==> config.mk <==
export PLATFORM = sky130hd
export DESIGN_NAME = vga_palette_controller
export DESIGN_NICKNAME = d
export VERILOG_FILES = /design/src/rtl/vga_pkg.sv /design/src/rtl/vga_palette_ram.sv /design/src/rtl/vga_palette_controller.sv
export SDC_FILE = /design/constraint.sdc
export NUM_CORES = 1
export LEC_CHECK = 0
export ABC_CLOCK_PERIOD_IN_PS = 2530
export BUFFER_PORTS_ARGS = -buffer_cell sky130_fd_sc_hd__buf_4
export CORE_MARGIN = 1.5
export CORE_UTILIZATION = 31
export CTS_CLUSTER_DIAMETER = 60
export DETAILED_ROUTE_END_ITERATION = 8
export GPL_TIMING_DRIVEN = 0
export SETUP_SLACK_MARGIN = 0.3
export SYNTH_ARGS = -nofsm -noshare
export SYNTH_HDL_FRONTEND = slang
export SYNTH_SLANG_ARGS = --single-unit
export TNS_END_PERCENT = 1
==> constraint.sdc <==
create_clock -name vga_clock -period 2.53 [get_ports vga_clock]
set_input_delay 0.253 -clock vga_clock [delete_from_list [all_inputs] [get_ports vga_clock]]
set_output_delay 0.253 -clock vga_clock [all_outputs]
set_load 0.01 [all_outputs]
==> src/rtl/vga_pkg.sv <==
// Shared definitions for the VGA palette controller slice.
// Holds default 640x480@60 timing, the packed RGB and sync-stage types,
// and the reset-time greyscale ramp used to preload the palette.
package vga_pkg;

    // Default timing (pixel clocks / lines)
    localparam int H_ACTIVE_DEF     = 640;
    localparam int H_SYNC_START_DEF = 659;
    localparam int H_SYNC_END_DEF   = 754;
    localparam int H_TOTAL_DEF      = 800;
    localparam int V_ACTIVE_DEF     = 480;
    localparam int V_SYNC_START_DEF = 493;
    localparam int V_SYNC_END_DEF   = 494;
    localparam int V_TOTAL_DEF      = 525;

    // Default datapath configuration
    localparam int IDX_W_DEF        = 3;
    localparam int SCALE_SHIFT_DEF  = 1;
    localparam int MEM_LATENCY_DEF  = 1;
    localparam int ADDR_W_DEF       = 17;

    typedef struct packed {
        logic [7:0] r;
        logic [7:0] g;
        logic [7:0] b;
    } rgb24_t;

    // Per-pixel timing flags carried alongside the colour pipeline.
    typedef struct packed {
        logic hs;
        logic vs;
        logic blank_n;
        logic frame_start;
    } sync_t;

    // Idle/reset level of the sync flags: syncs inactive (high), blanked.
    localparam sync_t SYNC_RST = '{hs: 1'b1, vs: 1'b1, blank_n: 1'b0, frame_start: 1'b0};

    // Reset palette: a descending grey ramp, entry 0 white, last entry black.
    function automatic rgb24_t default_palette_entry(input int idx, input int depth);
        int     lvl;
        rgb24_t c;
        if (depth < 2) begin
            lvl = 255;
        end else begin
            lvl = (255 * (depth - 1 - idx)) / (depth - 1);
        end
        c.r = 8'(lvl);
        c.g = 8'(lvl);
        c.b = 8'(lvl);
        return c;
    endfunction

endpackage

==> src/rtl/vga_palette_ram.sv <==
// Purpose: N x 24-bit palette registers with a write port and a registered lookup.
// Latency: rd_dat is valid one clock after rd_idx; a write shows up in lookups from the next clock.
// Backpressure: none; writes are accepted every cycle, lookups are issued every cycle.
//
// Ports:
//   vga_clock, resetn          pixel clock, async active-low reset (reloads the grey ramp)
//   wr_en, wr_addr, wr_dat     palette write port
//   rd_idx, rd_dat             lookup index and registered colour
module vga_palette_ram
    import vga_pkg::*;
#(
    parameter int IDX_W = IDX_W_DEF
) (
    input  logic             vga_clock,
    input  logic             resetn,
    input  logic             wr_en,
    input  logic [IDX_W-1:0] wr_addr,
    input  rgb24_t           wr_dat,
    input  logic [IDX_W-1:0] rd_idx,
    output rgb24_t           rd_dat
);

    localparam int N = 1 << IDX_W;

    rgb24_t pal [N];

    always_ff @(posedge vga_clock or negedge resetn) begin
        if (!resetn) begin
            for (int i = 0; i < N; i++) begin
                pal[i] <= default_palette_entry(i, N);
            end
        end else if (wr_en) begin
            pal[wr_addr] <= wr_dat;
        end
    end

    // The lookup samples the array on the same edge that performs a write,
    // so a same-cycle read of the written entry returns the old colour.
    always_ff @(posedge vga_clock or negedge resetn) begin
        if (!resetn) begin
            rd_dat <= '0;
        end else begin
            rd_dat <= pal[rd_idx];
        end
    end

endmodule

==> src/rtl/vga_palette_controller.sv <==
// Purpose: VGA raster timing, frame-buffer address generation and palette-mapped RGB output.
// Latency: outputs lag the raster counters by MEM_LATENCY+1 clocks (memory read + palette lookup).
// Backpressure: none; free-running at one pixel per clock, palette writes never stall.
//
// Ports:
//   vga_clock, resetn                  pixel clock, async active-low reset
//   pixel_index                        frame-buffer read data, MEM_LATENCY clocks after memory_address
//   pal_we, pal_addr, pal_data         palette write port, pal_data = {R,G,B}
//   test_mode                          colour-bar enable (only with VGA_TEST_PATTERN_EN)
//   memory_address                     frame-buffer read address
//   VGA_R/G/B, VGA_HS, VGA_VS          colour and syncs (syncs active low)
//   VGA_BLANK_N, VGA_SYNC_N, VGA_CLK   blank (high = visible), sync-on-green off, clock echo
//   frame_start                        one-clock pulse with the output of pixel (0,0)
//
// Build option: define VGA_TEST_PATTERN_EN to add the test_mode input, which
// replaces pixel_index with N equal-width vertical colour bars.
module vga_palette_controller
    import vga_pkg::*;
#(
    parameter int H_ACTIVE     = H_ACTIVE_DEF,
    parameter int H_SYNC_START = H_SYNC_START_DEF,
    parameter int H_SYNC_END   = H_SYNC_END_DEF,
    parameter int H_TOTAL      = H_TOTAL_DEF,
    parameter int V_ACTIVE     = V_ACTIVE_DEF,
    parameter int V_SYNC_START = V_SYNC_START_DEF,
    parameter int V_SYNC_END   = V_SYNC_END_DEF,
    parameter int V_TOTAL      = V_TOTAL_DEF,
    parameter int IDX_W        = IDX_W_DEF,
    parameter int SCALE_SHIFT  = SCALE_SHIFT_DEF,
    parameter int MEM_LATENCY  = MEM_LATENCY_DEF,
    parameter int ADDR_W       = ADDR_W_DEF
) (
    input  logic              vga_clock,
    input  logic              resetn,
    input  logic [IDX_W-1:0]  pixel_index,
    input  logic              pal_we,
    input  logic [IDX_W-1:0]  pal_addr,
    input  logic [23:0]       pal_data,
`ifdef VGA_TEST_PATTERN_EN
    input  logic              test_mode,
`endif
    output logic [ADDR_W-1:0] memory_address,
    output logic [7:0]        VGA_R,
    output logic [7:0]        VGA_G,
    output logic [7:0]        VGA_B,
    output logic              VGA_HS,
    output logic              VGA_VS,
    output logic              VGA_BLANK_N,
    output logic              VGA_SYNC_N,
    output logic              VGA_CLK,
    output logic              frame_start
);

    localparam int D        = MEM_LATENCY + 1;
    localparam int HW       = $clog2(H_TOTAL);
    localparam int VW       = $clog2(V_TOTAL);
    localparam int ROW_DOTS = H_ACTIVE >> SCALE_SHIFT;

    localparam logic [HW-1:0] H_LAST  = HW'(H_TOTAL - 1);
    localparam logic [HW-1:0] H_ACT_C = HW'(H_ACTIVE);
    localparam logic [HW-1:0] H_SS_C  = HW'(H_SYNC_START);
    localparam logic [HW-1:0] H_SE_C  = HW'(H_SYNC_END);
    localparam logic [VW-1:0] V_LAST  = VW'(V_TOTAL - 1);
    localparam logic [VW-1:0] V_ACT_C = VW'(V_ACTIVE);
    localparam logic [VW-1:0] V_SS_C  = VW'(V_SYNC_START);
    localparam logic [VW-1:0] V_SE_C  = VW'(V_SYNC_END);

    logic [HW-1:0]    hcnt;
    logic [VW-1:0]    vcnt;
    sync_t            sync_c;
    sync_t            sync_pipe [D];
    logic [IDX_W-1:0] lookup_idx;
    rgb24_t           pal_rd;

    // ------------------------------------------------------------------
    // Raster counters
    // ------------------------------------------------------------------
    always_ff @(posedge vga_clock or negedge resetn) begin
        if (!resetn) begin
            hcnt <= '0;
            vcnt <= '0;
        end else if (hcnt == H_LAST) begin
            hcnt <= '0;
            vcnt <= (vcnt == V_LAST) ? '0 : vcnt + 1'b1;
        end else begin
            hcnt <= hcnt + 1'b1;
        end
    end

    // Frame-buffer address of the dot under the counters. Each dot spans
    // 2**SCALE_SHIFT pixels in both directions; outside the visible area the
    // value is meaningless and simply left unmasked.
    assign memory_address = ADDR_W'(vcnt >> SCALE_SHIFT) * ADDR_W'(ROW_DOTS)
                          + ADDR_W'(hcnt >> SCALE_SHIFT);

    // ------------------------------------------------------------------
    // Sync/blank flags at the counter stage, then delayed D clocks so they
    // leave together with the colour of the same pixel.
    // ------------------------------------------------------------------
    always_comb begin
        sync_c             = SYNC_RST;
        sync_c.hs          = !((hcnt >= H_SS_C) && (hcnt <= H_SE_C));
        sync_c.vs          = !((vcnt >= V_SS_C) && (vcnt <= V_SE_C));
        sync_c.blank_n     = (hcnt < H_ACT_C) && (vcnt < V_ACT_C);
        sync_c.frame_start = (hcnt == '0) && (vcnt == '0);
    end

    always_ff @(posedge vga_clock or negedge resetn) begin
        if (!resetn) begin
            for (int i = 0; i < D; i++) begin
                sync_pipe[i] <= SYNC_RST;
            end
        end else begin
            sync_pipe[0] <= sync_c;
            for (int i = 1; i < D; i++) begin
                sync_pipe[i] <= sync_pipe[i-1];
            end
        end
    end

    // ------------------------------------------------------------------
    // Palette index source
    // ------------------------------------------------------------------
`ifdef VGA_TEST_PATTERN_EN
    localparam int TPW = HW + IDX_W;

    logic [TPW-1:0]   tp_prod;
    logic [TPW-1:0]   tp_quot;
    logic [IDX_W-1:0] tp_idx;
    logic [IDX_W-1:0] tp_pipe [MEM_LATENCY];

    // Bar number = floor(hcnt*N/H_ACTIVE); the divisor is a constant.
    assign tp_prod = TPW'(hcnt) << IDX_W;
    assign tp_quot = tp_prod / TPW'(H_ACTIVE);
    assign tp_idx  = (hcnt < H_ACT_C) ? IDX_W'(tp_quot) : '0;

    // The bar index is delayed by the memory latency so it arrives at the
    // lookup on the same clock that pixel_index would have.
    always_ff @(posedge vga_clock or negedge resetn) begin
        if (!resetn) begin
            for (int i = 0; i < MEM_LATENCY; i++) begin
                tp_pipe[i] <= '0;
            end
        end else begin
            tp_pipe[0] <= tp_idx;
            for (int i = 1; i < MEM_LATENCY; i++) begin
                tp_pipe[i] <= tp_pipe[i-1];
            end
        end
    end

    assign lookup_idx = test_mode ? tp_pipe[MEM_LATENCY-1] : pixel_index;
`else
    assign lookup_idx = pixel_index;
`endif

    // ------------------------------------------------------------------
    // Palette and output
    // ------------------------------------------------------------------
    vga_palette_ram #(
        .IDX_W (IDX_W)
    ) u_palette (
        .vga_clock (vga_clock),
        .resetn    (resetn),
        .wr_en     (pal_we),
        .wr_addr   (pal_addr),
        .wr_dat    (rgb24_t'(pal_data)),
        .rd_idx    (lookup_idx),
        .rd_dat    (pal_rd)
    );

    // Colour is forced to black whenever the aligned blank flag is low, which
    // also covers the reset state since both the flag and lookup clear.
    assign VGA_R       = sync_pipe[D-1].blank_n ? pal_rd.r : 8'd0;
    assign VGA_G       = sync_pipe[D-1].blank_n ? pal_rd.g : 8'd0;
    assign VGA_B       = sync_pipe[D-1].blank_n ? pal_rd.b : 8'd0;
    assign VGA_HS      = sync_pipe[D-1].hs;
    assign VGA_VS      = sync_pipe[D-1].vs;
    assign VGA_BLANK_N = sync_pipe[D-1].blank_n;
    assign frame_start = sync_pipe[D-1].frame_start;
    assign VGA_SYNC_N  = 1'b1;
    assign VGA_CLK     = vga_clock;

endmodule

### Word-level counts from Yosys, hierarchy flattened

Index checks and enable logic that the tools add are counted.

| operators by class | value |
|---|---|
| div/mod/pow operators | 0 |
| shift-type cells | 0 |
| multiplexer cells | 11 |
| $lt $le $gt $ge | 9 |
| multiply operators | 1 |
| reduce and logical (&&, ||, !) cells | 9 |
| $add $sub $neg | 3 |
| bitwise operators | 2 |
| equality and inequality tests | 2 |

Operators with widths:

| kind | number |
|---|---|
| 192-bit bitwise mux | 1 |
| 24-bit binary-select mux with 3-bit select | 1 |
| 24-bit demux with 3-bit select | 1 |
| 24-bit 2-to-1 mux | 3 |
| 8-bit 2-to-1 mux | 3 |
| 10-bit by 1-bit adder with 10-bit output, second input constant | 2 |
| 10-bit equality test, second input constant | 2 |
| 10-bit logical NOT | 2 |
| 10-bit 2-to-1 mux | 2 |
| 17-bit by 9-bit adder with 17-bit output | 1 |
| 9-bit by 3-bit multiplier with 11-bit output, second input constant | 1 |
| 10-bit >= comparator, second input constant | 1 |
| 10-bit by 9-bit >= comparator with 1-bit output, second input constant | 1 |
| 10-bit <= comparator, second input constant | 1 |
| 10-bit by 9-bit <= comparator with 1-bit output, second input constant | 1 |
| 10-bit < comparator, second input constant | 1 |
| 10-bit by 9-bit < comparator with 1-bit output, second input constant | 1 |
| 4-bit >= comparator, second input constant | 2 |
| 3-bit inverter with 4-bit output | 2 |
| 1-bit logical AND | 5 |
| 4-bit by 1-bit < comparator with 1-bit output, second input constant | 1 |
| 1-bit logical NOT | 2 |

| storage, ports and cells | value |
|---|---|
| bits in registers | 244 |
| memory bits (read-only) | 0 |
| word-level logic and storage cells | 74 |
| RAM bits | 0 |
| bits of input ports | 33 |
| output and inout port bits | 47 |
| memories | 0 |
| latch bits | 0 |

### Longest topological paths before layout

Gate-level depths: netlist of run 1.

| depth | value |
|---|---|
| depth in word-level cells | 6 |
| depth in mapped cells | 9 |
| depth with buffers taken out | 9 |

### Modules after synthesis

Synthesis of run 1 repeated with hierarchy kept, for this count alone.

| second synthesis, totals | value |
|---|---|
| cell total of the unflattened synthesis | 770 |
| area total of the unflattened synthesis | 11556.1 um^2 |

By module, submodules not included:

| module | cells each | instances | sequential area each (um^2) | area each (um^2) |
|---|---|---|---|---|
| vga_palette_ram | 524 | 1 | 5517.8 | 9328.9 |
| vga_palette_controller | 246 | 1 | 705.7 | 2227.1 |

==> impl_metrics.ini, run 1 <==
[detailed_routing]
vias_per_cell = 4.836
first_pass_iters = 4
drc = 0
antenna_left = 0
routed_wl_um = 26050
initialDrtViolationCount = 240
wl_per_cell_um = 18.58
vias = 6780

[synth]
ys_ff_latch = 244
synth.top_cell.area_share = 0.3282
synth_edf_count = 0
synth_cells = 765
synth_ff_type = dfrtp_1
netlist_area_um2 = 11440
synth_cell_types = 50
yosysWarnings = 0
yosys-top-cells-area = dfrtp_1 33%, dfstp_2 22%, mux2_2 21%, mux4_2 9.5%, ha_1 2.7%
avgSynthCellArea_um2 = 14.95
syn_nets = 825
synthArstFlopShare = 1.000
synthTopCellsByCount = 217 x mux2_2, 150 x dfrtp_1, 94 x dfstp_2, 48 x mux4_2, 30 x clkbuf_1
yosysMostFrequentCell = mux2_2
synth_top_area_cell = dfrtp_1
yosysSeqAreaShare = 0.5441

[critical_path]
crit_required_ps = 2280
worstSetupEndpointType = output pin
cp_common_cell = ha_4
critPathKind = flop to output pin
r2r_end = vcnt[9]$_DFFE_PN0N_
worst_setup_path_start_kind = flop
r2r-start = vcnt[1]$_DFFE_PN0N_
critPathArrivalTime_ps = 3000
crit_chain = ha_4, ha_4, fa_2, a211oi_4, nor2_1, xor2_1, nand3_1, nor3b_2, xnor2_1, buf_4
cp_max_fo = 4
r2r_slack_ps = 310
crit_family = adder cells
ff2ff_path_depth = 10
crit_buf_inv = 1
slowest_stage = dfrtp_2
critical-path-max-stage-delay_ps = 450

[sta]
tightestPinTransition_ps = 1192
fmax_mhz = 307.1
setup-violations-final = 7
rsz0062_at_grt = true
fin_crit_ps = 3256
drv_slew = 0
fin_ws_ps = -726.1
hold_violations = 0
clock-skew-final_ps = 39.08
slew_headroom = 0.2056
min_period_over_period = 1.287

[clock_tree]
clkTransAtPathRegs_ps = 60
clk-insertion-delay-late_ps = 690
cts_tree = done

[outcome]
violations = negative setup slack
status = finished with violations

[global_route]
antenna_found_initial = 2
first_global_vias = 7163
grt_max_degree = 121
globalRouteTotalUtil = 0.1409
grt_pass1_wl_um = 41820
grt.overflow.total = 0

[power_and_ir_drop]
p_leak_uw = 0.005936
ir_worst_vdd_uv = 567.8
p_per_area_nw_per_um2 = 834.0
total_power_uw = 11990

[die]
core_um2 = 36430
dieWidth_um = 195.1
die_area_um2 = 38060
num_rows = 70
die_y_um = 195.1
pin_count = 80
initial_core_util = 0.3139

[min_path]
whs_path_depth = 2
worstHoldEndpoint = u_palette.rd_dat[0]$_DFF_PN0_
hold_class = primary input to flop
hp-start = pixel_index[2]

[placed_design]
port_buffers = 71
post-dp-hpwl_um = 16110
pre_cts_slack_ps = -334.7
place_congestion = 0.7467

[layout]
multi_input_area_um2 = 5131
syn_to_final_growth_pct = 25.72
nets = 969
regArea_um2 = 6235
drive_above_1_share = 0.6066
fillers = 3433

[run]
max_cap_viol_count = 0
layer usage:
metal	global-route usage	routed length, µm	up-vias	share of wire
li1	-	-	3080	-
met1	0.1951	12120	3531	0.47
met2	0.2298	12270	127	0.47
met3	0.02625	1147	40	0.044
met4	0.03101	500	2	0.019
met5	0	10	-	0.00038
cells in the final DEF (no fill, tap or decap), types with 5 or more instances in the layout:
cell type	Yosys	final
o21ai_1	1	5
dfrtp_2	0	9
mux4_2	48	48
o21ai_0	12	7
ha_4	0	7
xor2_1	11	8
dfrtp_1	150	141
nand3_1	9	9
buf_2	11	10
buf_4	8	87
clkbuf_8	0	10
dfstp_2	94	94
clkbuf_1	30	29
nor3_1	6	5
xnor2_1	13	13
and2_1	24	24
inv_1	10	7
mux2_2	217	216
ha_1	25	16
nand4_1	6	6
nor2_1	20	18
dlygate4sd3_1	0	26
clkbuf_16	0	33
nand2_1	15	15
final cells by class:
class	instances	area share
antenna	1	0.0001740
clock buffer	47	0.06830
clock inverter	13	0.01444
inverter	10	0.002958
tap	468	0.04072
buffer	52	0.01827
sequential	244	0.4336
multi-input combinational	459	0.3568
timing repair buffer	108	0.06474
cell families after synthesis:
group           count (synthesis)  share of synthesized area
simple gates                  105                    0.05250
buf+inv                        62                    0.02483
xor+xnor                       24                    0.01838
flops                         244                     0.5441
fa+ha+maj                      27                    0.03085
other cells                     1                  0.0003278
mux                           266                     0.3090
compound gates                 36                    0.02002
sequential cells by signal, indices dropped and copies added, names as in the netlist:
signal / flops
u_palette.rd_dat: 24
sync_pipe: 4
VGA_BLANK_N: 1
u_palette.pal: 192
vcnt: 10
frame_start: 1
VGA_HS: 1
hcnt: 10
VGA_VS: 1
through the flow:
| step | util | TNS, ps | hold WS (ps) | instances | instance area (µm²) |
|---|---|---|---|---|---|
| after floorplan | - | 0 | -42.59 | 765 | 11480 |
| after global placement | 0.3458 | -119610 | 332.6 | 1304 | 12600 |
| after detailed placement | 0.3475 | -1852 | 89.98 | 1306 | 12660 |
| after CTS | 0.3910 | -3677 | 46.67 | 1399 | 14240 |
| after global routing | 0.3947 | -4357 | 54.36 | 1402 | 14380 |
| final | 0.3947 | -3326 | 54.19 | 1402 | 14380 |
power by group:
part           total [µW]  internal (µW)  switching (µW)
logic                1800           1160             644
clock network        4930           3130            1800
registers            5250           4920             335
worst register-to-register path, cell delays in order (launching register included):
cell	delay, ps
dfrtp_2	440
buf_6	150
inv_6	60
ha_4	110
or4b_4	460
nor3_4	180
and4_1	240
buf_6	130
a31oi_1	50
o21ai_0	170
o21ai_1	80
worst max-delay path by stage:
stage                                    from                   to  slack, ps  cells past startpoint
after floorplan           vcnt[4]$_DFFE_PN0N_   memory_address[16]          4                      9
after global placement                 resetn  vcnt[1]$_DFFE_PN0N_      -1030                      1
after detailed placement  vcnt[2]$_DFFE_PN0N_   memory_address[16]       -330                     10
after CTS                 vcnt[4]$_DFFE_PN0N_   memory_address[16]       -790                     10
after global routing      vcnt[4]$_DFFE_PN0N_   memory_address[16]       -910                     10
final                     vcnt[4]$_DFFE_PN0N_   memory_address[16]       -730                     10
what timing repair did:
item | CTS | global route
pin swaps | 7 | 12
gates cloned | 0 | 0
hold buffers | 26 | 0
hold endpoints to repair | 346 | 0
endpoints found under the setup margin | 37 | 18
buffers inserted | 8 | 2
gates resized for setup | 21 | 36
Note: power is estimated with default switching activity, not from simulation.
==> run 2, diff against run 1 <==
Settings changed: ABC_AREA from default to 1.
==> run 2 against run 1 <==
- the flow still finishes with violations (negative setup slack)
- sequential power fell by 3%
- first-iteration DRC count rose to 3.9 times the previous value
- via count rose by 50%
- die area rose by 2.0%
- clock-buffer cell count fell by 1
- non-clock buffer count rose by 35
- worst hold slack improved by 0.59 ps
- core utilization fell by 0.14 points
- combinational power fell by 17%
- fmax rose by 5.7%
- critical path type unchanged
==> impl_metrics.ini, run 2 <==
[die]
die_y_um = 197.0
dieWidth_um = 197.0
initial_core_util = 0.3171
core_um2 = 36790
pin_count = 80
die_area_um2 = 38810
num_rows = 70

[synth]
synth_edf_count = 0
synth.top_cell.area_share = 0.3218
synth.area.mux_share = 0
synth_ff_type = dfrtp_1
ys_ff_latch = 244
synth_compound_area_frac = 0.1522
avgSynthCellArea_um2 = 8.491
synthAdderAreaFrac = 0.03024
netlist_area_um2 = 11670
synth_top_area_cell = dfrtp_1
yosysWarnings = 0
yosys-top-cells-area = dfrtp_1 32%, dfstp_2 21%, nand2_1 11%, o21ai_0 7.7%, nor2_1 6.3%
yosysSeqAreaShare = 0.5335
synthTopCellsByCount = 330 x nand2_1, 195 x nor2_1, 180 x o21ai_0, 150 x dfrtp_1, 95 x inv_1
synthXorXnorAreaFrac = 0.01115
synth_top_family_by_area = simple AND/OR/NAND/NOR gates
synth_cell_types = 36
synthSimpleGateAreaFrac = 0.2008
yosysMostFrequentCell = nand2_1
synth_cells = 1374
syn_nets = 1434
synthArstFlopShare = 1.000

[sta]
rsz0062_at_grt = true
drv_slew = 0
setup-violations-final = 7
fmax_mhz = 324.5
fin_crit_ps = 3081
slew_headroom = 0.4354
fin_ws_ps = -551.3
min_period_over_period = 1.218
hold_violations = 0
tightestPinTransition_ps = 846.9
clock-skew-final_ps = 35.43

[power_and_ir_drop]
ir_worst_vdd_uv = 488.5
p_leak_uw = 0.006731
p_per_area_nw_per_um2 = 769.5
total_power_uw = 11130

[layout]
max_flop_register = u_palette.pal
nets = 1577
final_common_cell = nand2_1
final_cell_mix = 328 x nand2_1, 195 x nor2_1, 180 x o21ai_0, 142 x dfrtp_1, 94 x dfstp_2
postLayoutCoreUtil = 0.3932
finalNonFillerCells = 2010
fin_area_um2 = 14470
syn_to_final_growth_pct = 23.99
largest_reg_flops = 192
fillers = 3724
drive_above_1_share = 0.2214
largestRegisters = u_palette.pal: 192 flops, u_palette.rd_dat: 24 flops

[critical_path]
critical-path-max-stage-delay_ps = 560
critPathLaunch = vcnt[4]$_DFFE_PN0N_
critPathArrivalTime_ps = 2830
worst_setup_path_start_kind = flop
cp_max_fo = 5
crit_required_ps = 2280
worstSetupEndpointType = output pin
slowest_stage = fa_2
r2r-start = vcnt[4]$_DFFE_PN0N_
crit_chain = ha_4, ha_4, fa_2, nand2_4, inv_2, and3_4, nand3_2, o21ai_2, nand2_2, buf_6
cp_common_cell = ha_4
critPathKind = flop to output pin

[global_route]
use_met1 = 0.2555
antenna_found_initial = 2
use_met2 = 0.3064
globalRouteTotalUtil = 0.1905
busiest_layer = met2
grt_max_degree = 118
grt.overflow.total = 0
first_global_vias = 10130
grt_pass1_wl_um = 57230
use_met3 = 0.04038

[outcome]
status = finished with violations
violations = negative setup slack

[placed_design]
post-dp-hpwl_um = 24070
place_inst = 1919
pre_cts_slack_ps = -26.95
place_area_um2 = 12920
place_congestion = 0.9110
port_buffers = 75

[detailed_routing]
vias_per_cell = 5.071
routed_wl_um = 36150
first_pass_iters = 5
wl_per_cell_um = 17.98
antenna_left = 0
vias = 10190
initialDrtViolationCount = 926
drc = 0

[clock_tree]
cts_tree = done
clk-insertion-delay-late_ps = 690
clkTransAtPathRegs_ps = 60

[min_path]
hold_class = primary input to flop
hp-start = pixel_index[1]

[run]
max_cap_viol_count = 0
==> run 2: changes by cell type in the layout (fill, tap and decap cells not counted), moves of 48 or more <==
cell / before / now
mux2_2: 216 / 0
nand2_1: 15 / 328
mux4_2: 48 / 0
o21ai_0: 7 / 180
nor2_1: 18 / 195
inv_1: 7 / 92
o32ai_1: 0 / 48
==> run 2: per-layer routing <==
| metal | wire (µm) | part of all wire |
|---|---|---|
| met5 | 0 | 0 |
| met1 | 15520 | 0.43 |
| met3 | 2954 | 0.082 |
| met2 | 16500 | 0.46 |
| met4 | 1179 | 0.033 |
==> run 2: worst paths after layout <==
path / end / slack [ps] / cells after the start
max in group asynchronous: VGA_HS$_DFF_PN1_ / 1140 / 4
hold reg to reg: VGA_BLANK_N$_DFF_PN0_ / 350 / 0
setup / recovery: memory_address[15] / -550 / 10
setup reg to reg: vcnt[3]$_DFFE_PN0N_ / 850 / 5
hold / removal: u_palette.rd_dat[1]$_DFF_PN0_ / 50 / 4
min in group asynchronous: u_palette.pal[65]$_DFFE_PN0P_ / 90 / 2
==> run 2: kinds of logic after synthesis <==
kind of cell	after synthesis
other	1
flip-flops	244
XOR/XNOR	14
AO/OA/AOI/OAI	317
adder cells (fa/ha/maj)	27
AND/OR/NAND/NOR	583
buffers and inverters	188
==> run 2: worst max-delay path, delay by kind of cell, from the launching register on <==
kind | cells | cell delay, ps
adders and majority gates | 3 | 950
DFF | 1 | 450
and+or+nand+nor | 4 | 430
AOI/OAI and AO/OA | 1 | 150
buffers and inverters | 2 | 180
==> run 2: what timing repair did <==
| item | 4_1_cts | 5_1_grt |
|---|---|---|
| resized for setup | 10 | 28 |
| hold buffers | 26 | 0 |
| endpoints found under the setup margin | 30 | 30 |
| endpoints found under the hold margin | 197 | 0 |
| pin swaps | 3 | 7 |
| buffers inserted | 4 | 2 |
==> run 2: power by group <==
group	switching, µW	internal [µW]
combinational	886	613
clock	1760	2800
sequential	327	4740
==> run 2: through the flow <==
step	hold WS [ps]	TNS, ps
after global placement	336.9	-105200
final	54.78	-2817
after floorplan	-42.59	0
after global routing	103.4	-3609
after CTS	29.43	-3060
after detailed placement	215.5	-26.95
==> run 2: layout make-up <==
cell class,count,area (µm²),share of cell area
Sequential cell,244,6233,0.4309
Multi-Input combinational cell,942,4785,0.3308
Timing Repair Buffer,108,938.4,0.06487
Clock buffer,46,937.1,0.06479
Tap cell,468,585.6,0.04048
Buffer,87,461.7,0.03192
Inverter,101,379.1,0.02621
Clock inverter,12,140.1,0.009688
Antenna cell,2,5.005,0.0003460
==> run 3, diff against run 2 <==
Settings changed: CORE_UTILIZATION 31 to 55, PLACE_DENSITY from default to 0.76.
==> run 3 against run 2 <==
- the flow still finishes with violations (negative setup slack)
- critical path type unchanged
- worst hold slack worse by 39 ps
- largest cell class unchanged
- worst setup slack improved by 48 ps
- combinational power is essentially flat
- die area down 43%
- clock skew decreased by 19 ps
- total power fell by 1.9%
- non-clock buffer count down 22
- sequential power about the same
==> impl_metrics.ini, run 3 (same netlist as run 2, synthesis figures left out) <==
[die]
dieWidth_um = 148.6
pin_count = 80
die_y_um = 148.6
num_rows = 53
die_area_um2 = 22090
core_um2 = 20890
initial_core_util = 0.5585

[min_path]
hold_class = primary input to flop
hp-start = pal_data[17]
whs_path_depth = 3
worstHoldEndpoint = u_palette.pal[113]$_DFFE_PN0P_

[layout]
largestRegisters = u_palette.pal: 192 flops, u_palette.rd_dat: 24 flops
final_common_cell = nand2_1
max_flop_register = u_palette.pal
largest_reg_flops = 192
drive_above_1_share = 0.2249
fillers = 1640
final_cell_mix = 327 x nand2_1, 195 x nor2_1, 179 x o21ai_0, 141 x dfrtp_1, 94 x dfstp_2
syn_to_final_growth_pct = 19.67
diodes = 0
nets = 1552

[critical_path]
r2r-start = vcnt[4]$_DFFE_PN0N_
critPathLaunch = vcnt[4]$_DFFE_PN0N_
cp_max_fo = 4
worst_setup_path_start_kind = flop
critPathKind = flop to output pin
crit_required_ps = 2280
r2r_end = vcnt[2]$_DFFE_PN0N_
ff2ff_path_depth = 5
r2r_slack_ps = 830
critPathArrivalTime_ps = 2780
worstSetupEndpointType = output pin

[detailed_routing]
vias_per_cell = 5.703
wl_per_cell_um = 18.38
first_pass_iters = 5
routed_wl_um = 32840
drc = 0
vias = 10190
antenna_left = 0
initialDrtViolationCount = 890

[sta]
fin_setup_tns_ps = -2507
fin_crit_ps = 3033
fin_ws_ps = -503.1
setup-violations-final = 7
fmax_mhz = 329.7
slew_headroom = 0.5772
drv_slew = 0
clock-skew-final_ps = 16.00
tightestPinTransition_ps = 634.3
rsz0062_at_grt = true
min_period_over_period = 1.199
hold_violations = 0

[outcome]
violations = negative setup slack
status = finished with violations

[global_route]
first_global_vias = 9928
globalRouteTotalUtil = 0.3057
grt.overflow.total = 0
use_met1 = 0.4029
use_met2 = 0.4884
busiest_layer = met2
grt_max_degree = 107
use_met3 = 0.06380
antenna_found_initial = 0
grt_pass1_wl_um = 52310

[power_and_ir_drop]
ir_worst_vdd_uv = 737.6
p_leak_uw = 0.006623
total_power_uw = 10920
p_per_area_nw_per_um2 = 782.3

[placed_design]
post-dp-hpwl_um = 22260
port_buffers = 75
pre_cts_slack_ps = 57.54
place_congestion = 0.8983

[clock_tree]
clk-insertion-delay-late_ps = 650
cts_tree = done
clkTransAtPathRegs_ps = 60

[run]
max_cap_viol_count = 0
==> run 3: cell types whose count changed in the layout (fill, tap and decap cells not counted), sizes merged <==
| cell | previous run | this run |
|---|---|---|
| dlygate4sd3 | 26 | 5 |
| clkbuf | 72 | 69 |
| buf | 143 | 141 |
| clkinvlp | 2 | 0 |
| diode | 2 | 0 |
| inv | 103 | 101 |
| bufinv | 2 | 3 |
| clkinv | 6 | 7 |
==> run 3: final cells by class <==
type	instances	area (µm²)	area share
plain buffers	87	464.2	0.03325
repair buffers	86	716.9	0.05135
clock inverters	10	128.9	0.009231
well taps	275	344.1	0.02465
flip-flops and latches	244	6235	0.4466
inverters	101	379.1	0.02716
clock buffers	42	889.6	0.06372
multi-input cells	942	4803	0.3441
==> run 3: how the worst max path moves through the flow <==
stage / end / slack (ps) / depth (start not counted)
2_1_floorplan: memory_address[15] / 270 / 10
4_1_cts: memory_address[15] / -500 / 10
6_report: memory_address[15] / -500 / 10
3_3_place_gp: vcnt[2]$_DFFE_PN0N_ / -860 / 1
3_5_place_dp: memory_address[15] / 60 / 10
5_1_grt: memory_address[15] / -610 / 11
==> run 3: per-layer routing <==
layer	up-vias	wire, µm
li1	4726	-
met1	4865	13350
met2	495	15260
met3	105	2868
met4	0	1360
met5	-	0
==> run 3: repair_timing <==
item	4_1_cts	5_1_grt
hold endpoints to repair	75	0
setup endpoints to repair	30	16
pin swaps	9	8
resized for setup	24	16
setup buffers	4	1
hold buffers	5	0
==> run 3: worst max-delay path, stage by stage, from the launching register on <==
cell and delay [ps]:
dfrtp_2 450, ha_4 230, ha_4 160, fa_2 570, nand2_4 70, inv_2 60
and3_4 200, nand3_2 80, o21ai_2 150, nand2_2 60, buf_6 110
==> run 3: through the flow <==
step / utilization / hold slack, ps / std cells / cell area (µm²)
2_1_floorplan: - / -42.59 / 1374 / 11710
3_3_place_gp: 0.6040 / 332.3 / 1724 / 12620
3_5_place_dp: 0.6069 / 238.2 / 1726 / 12680
4_1_cts: 0.6637 / 4.327 / 1786 / 13860
5_1_grt: 0.6683 / 32.54 / 1787 / 13960
6_report: 0.6683 / 15.32 / 1787 / 13960
==> run 3: power breakdown <==
| group | total [µW] | switching (µW) | internal (µW) |
|---|---|---|---|
| clock | 4350 | 1600 | 2750 |
| combinational | 1480 | 892 | 593 |
| sequential | 5090 | 342 | 4740 |
| total | 10900 | 2840 | 8090 |
